### config.mk
export PLATFORM = sky130hd
export DESIGN_NAME = sap1_fetch_unit
export DESIGN_NICKNAME = d
export VERILOG_FILES = /design/src/rtl/sap1_fetch_unit.sv
export SDC_FILE = /design/constraint.sdc
export NUM_CORES = 1
export LEC_CHECK = 0
export CAP_MARGIN = 5
export CORE_MARGIN = 1.5
export CORE_UTILIZATION = 39
export DETAILED_ROUTE_END_ITERATION = 10
export PLACE_DENSITY = 0.87
export SETUP_SLACK_MARGIN = 0.05
export SLEW_MARGIN = 20
export SYNTH_ARGS = -nofsm -noshare
export SYNTH_HDL_FRONTEND = slang
export SYNTH_SLANG_ARGS = --single-unit
### constraint.sdc
create_clock -name clk -period 1.4 [get_ports clk]
set_input_delay 0.21 -clock clk [delete_from_list [all_inputs] [get_ports clk]]
set_output_delay 0.21 -clock clk [all_outputs]
set_load 0.005 [all_outputs]
### src/rtl/sap1_fetch_unit.sv
// SAP-1 instruction-fetch unit: PC/MAR/IR ownership, memory strobe, valid/ready hand-off.
// Define SAP1_FETCH_HALT_EN to stop the unit after an accepted HLT (opcode 4'hF).
module sap1_fetch_unit (
    input  logic       clk,
    input  logic       rst_n,
    input  logic       start,
    output logic [3:0] mem_addr,
    output logic       mem_enable,
    input  logic [7:0] w_bus,
    output logic       instr_valid,
    input  logic       instr_ready,
    output logic [7:0] ir,
    output logic [3:0] opcode,
    output logic [3:0] operand,
    output logic [3:0] pc,
    input  logic       jmp_valid,
    input  logic [3:0] jmp_addr,
    output logic       halted,
    output logic [2:0] state_dbg
);

    // Handshake: an instruction transfers on any rising edge where instr_valid
    // and instr_ready are both high; while valid is high, ir stays stable.
    typedef enum logic [2:0] {
        IDLE   = 3'd0,
        ADDR   = 3'd1,
        READ   = 3'd2,
        VALID  = 3'd3,
        HALTED = 3'd4
    } state_t;

    state_t     state;
    state_t     next_state;
    logic [3:0] mar;
    logic       accept;
    logic       halt_take;

`ifdef SAP1_FETCH_HALT_EN
    logic halt_pending;

    always_ff @(posedge clk or negedge rst_n) begin
        if (!rst_n) begin
            halt_pending <= 1'b0;
        end else if (state == READ) begin
            halt_pending <= (w_bus[7:4] == 4'hF);
        end
    end

    assign halt_take = halt_pending;
    assign halted    = (state == HALTED);
`else
    assign halt_take = 1'b0;
    assign halted    = 1'b0;
`endif

    assign accept = (state == VALID) && instr_ready;

    always_ff @(posedge clk or negedge rst_n) begin
        if (!rst_n) begin
            state <= IDLE;
        end else begin
            state <= next_state;
        end
    end

    always_comb begin
        next_state = state;
        case (state)
            IDLE:    if (start) next_state = ADDR;
            ADDR:    next_state = READ;
            READ:    next_state = VALID;
            VALID:   if (instr_ready) next_state = halt_take ? HALTED : ADDR;
            HALTED:  next_state = HALTED;
            default: next_state = IDLE;
        endcase
    end

    always_ff @(posedge clk or negedge rst_n) begin
        if (!rst_n) begin
            pc  <= 4'd0;
            mar <= 4'd0;
            ir  <= 8'd0;
        end else begin
            if (state == ADDR) begin
                mar <= pc;
            end
            if (state == READ) begin
                ir <= w_bus;
                pc <= pc + 4'd1;
            end
            // A jump overrides the increment taken at READ, except on a halting accept.
            if (accept && jmp_valid && !halt_take) begin
                pc <= jmp_addr;
            end
        end
    end

    assign mem_addr    = mar;
    assign mem_enable  = (state != READ);
    assign instr_valid = (state == VALID);
    assign opcode      = ir[7:4];
    assign operand     = ir[3:0];
    assign state_dbg   = state;

endmodule

==> metrics.md <==
| Metric | Value |
|---|---|
| WHS | `218.1 ps` |
| P_sw | `0.001199 W` |
| FF+latch count, synth | `19` |
| TritonCTS clock tree | `yes` |
| Final nets | `177` |
| Top cells by area, synth | `dfrtp_1 (52%), nand2_1 (11%), buf_4 (8.2%)` |
| DRC | `0` |
| Worst Path Required | `1190 ps` |
| Iteration-0 DRC count of the detailed router | `30` |
| Synth cell types | `25` |
| Max Cap Viol | `0` |
| Critical path class | `reg2out` |
| Starting Density | `0.4163` |
| Worst Clk Skew | `5.817 ps` |
| Clock Pin Slew Worst Setup and Hold Paths | `110 ps` |
| Final Setup Violations | `5` |
| Setup slack, reg-to-reg | `-20 ps` |
| Fin area | `1594 sq um` |
| Reg power frac | `0.293` |
| Internal | `0.002103 W` |
| VDD IR max | `1355 uV` |
| Final period utilization | `1.067` |
| Logic pwr share | `0.619` |
| Ports | `47` |
| Cell taking the most area after synthesis | `dfrtp_1` |
| First-pass GRT wire length | `3732 um` |
| RSZ-0062 raised after global routing | `true` |
| Crit path DAT | `1280 ps` |
| Clk_lat worst skew | `310 ps` |
| EDFF count, synth | `0` |
| N_diodes | `0` |
| F_max | `669.2 MHz` |
| Placed Instance Area | `1365 sq um` |
| Die Y | `51.59 um` |
| Cts hold-fix bufs | `0` |
| CP Capture Type | `output port` |
| Post-synth top area share | `0.5163` |
| Die width | `51.59 um` |
| Htree depth | `1` |
| Die area | `2662 sq um` |
| CTS buffer count | `3` |
| CTS sink count | `19` |
| Asr flop ratio synth | `1.000` |
| Power Density | `2071 nW/um^2` |
| Hold crit path type | `in2async` |
| Clk buf depth | `2` |
| Final critical-path required period | `1494 ps` |
| IO Port Bufs | `45` |
| DP Wirelength | `1621 um` |
| Slew Limit Fails | `0` |
| Pin count of the biggest net entering global routing | `20` |
| Commonest cells in the netlist | `nand2_1 (26), dfrtp_1 (19), buf_4 (10)` |
| Layout fillers | `159` |
| Fraction of layout cells with a size suffix above 1 | `0.3228` |
| Total leakage power | `0.7990 nW` |
| Crit path launch type | `flop` |
| Most used DFF post-synth | `dfrtp_1` |
| Critical path peak fanout | `3` |
| Core Region | `2212 sq um` |
| Initial antenna violation count | `0` |
| Vias in the first global route | `867` |
| Status | `finished, violations left` |
| Syn nets | `110` |
| Wire per inst | `14.66 um` |
| Pre-antenna DRT Iters | `4` |
| Row Count | `17` |
| Clk root buf | `clkbuf_4` |
| Clk pwr share | `0.088` |
| Antenna Violating Nets Remaining | `0` |
| Avg Inst Size Synth | `10.01 sq um` |
| Yosys warning count | `0` |
| Via count | `908` |
| GRT Total Usage | `0.1903` |
| Overflow after GRT | `0` |
| Top-count cell post-synth | `nand2_1` |
| Area growth syn-to-layout | `73.10%` |
| Failing checks | `setup timing` |
| Sequential share of the synthesized area | `0.5163` |
| Final Hold Viols | `0` |
| Cells after Synth | `92` |
| Final WL | `2726 um` |
| RePlAce Congestion | `0.7691` |
| Via/cell ratio | `4.882` |
| Final worst setup slack | `-94.40 ps` |
| Netlist Area Pre-Place | `920.9 sq um` |
| Switching share of power | `0.3631` |
-- power groups by stage --
stage / Clock (W) / Sequential (W) / Combinational [W]
4_1_cts: 0.000284 / 0.000963 / 0.00179
3_3_place_gp: 0 / 0.00103 / 0.00162
3_5_place_dp: 0 / 0.00106 / 0.00165
5_1_grt: 0.000303 / 0.000995 / 0.00221
6_report: 0.000291 / 0.000968 / 0.00204
2_1_floorplan: 0 / 0.00106 / 0.000776
-- cell families (layout without fill, tap and decap cells) --
family	Yosys count	in the layout	share of synthesized area
muxes	4	4	0.04891
AOI/OAI and AO/OA	8	8	0.07064
adders and majority gates	1	1	0.01358
buffers and inverters	14	80	0.1060
other	1	1	0.004072
DFF	19	19	0.5163
and+or+nand+nor	45	45	0.2405
-- path summary, 6_finish.rpt --
path	startpoint	endpoint	depth (start not counted)
setup / recovery	state_dbg[2]	mem_enable	4
hold / removal	rst_n	ir[2]	2
setup reg to reg	state_dbg[2]	mem_addr[2]	5
hold reg to reg	mem_addr[1]	mem_addr[1]	1
max in group asynchronous	rst_n	state_dbg[0]	2
min in group clk	w_bus[2]	ir[2]	3
-- repair_timing --
item                       CTS  global route
setup endpoints to repair   32            12
gates cloned                 0             0
buffers inserted            17             5
resized for setup           32            25
pin swaps                    1             3
-- sequential cells by signal, indices dropped and copies added (netlist names) --
name,cells
pc,4
ir,8
state_dbg,3
mem_addr,4
-- cells in the final DEF (no fill, tap or decap) --
cell type	count
buf_2	1
clkdlybuf4s15_1	1
nor4_1	1
dfrtp_2	2
a21oi_1	1
dfrtp_1	17
a32oi_1	1
nand3_2	1
and3_4	1
o311ai_2	1
nand2b_2	1
nor2b_2	1
nor3_1	4
buf_8	1
inv_2	1
conb_1	1
nor3b_4	1
nor2_1	4
clkdlybuf4s50_1	16
buf_6	5
mux2_4	3
a211oi_1	1
clkbuf_1	1
inv_1	2
nor3_4	1
a211oi_2	2
nand2_1	26
nand3_1	1
buf_4	22
clkbuf_2	2
o221ai_4	1
mux2_2	1
clkbuf_4	3
and3_1	2
ha_1	1
dlygate4sd2_1	25
and2_1	1
o21ai_1	1
-- area by class of cell --
type / instances / area, sq um / area share
timing repair buffer: 73 / 640.6 / 0.4019
multi-input combinational: 59 / 402.9 / 0.2527
sequential: 19 / 478.0 / 0.2998
clock buffer: 4 / 26.28 / 0.01648
tap: 28 / 35.03 / 0.02198
inverter: 3 / 11.26 / 0.007064
-- through the flow --
step / std cells / setup WS [ps] / utilization / setup TNS [ps] / total power [W]
after global placement: 160 / 70.78 / 0.6171 / 0 / 0.002652
final: 186 / -94.40 / 0.7206 / -148.0 / 0.003302
after floorplan: 92 / 136.5 / - / 0 / 0.001831
after detailed placement: 160 / 30.72 / 0.6171 / 0 / 0.002705
after global routing: 186 / -122.0 / 0.7206 / -517.5 / 0.003508
after CTS: 181 / -199.8 / 0.6742 / -400.8 / 0.003039
-- metal layers --
layer	track usage	part of all wire	wire (um)	up-vias
met2	0.3526	0.52	1412	41
met5	0	0	0	-
li1	-	-	-	430
met4	0.06579	0.014	38	0
met1	0.2230	0.41	1121	430
met3	0.02586	0.057	155	7
-- worst max-delay path, cell delays in order, from the launching register on --
cell	delay, ps
dfrtp_1	450
buf_6	140
nor3b_4	190
inv_2	70
clkbuf_2	120
Note: power is estimated with default switching activity, not from simulation.
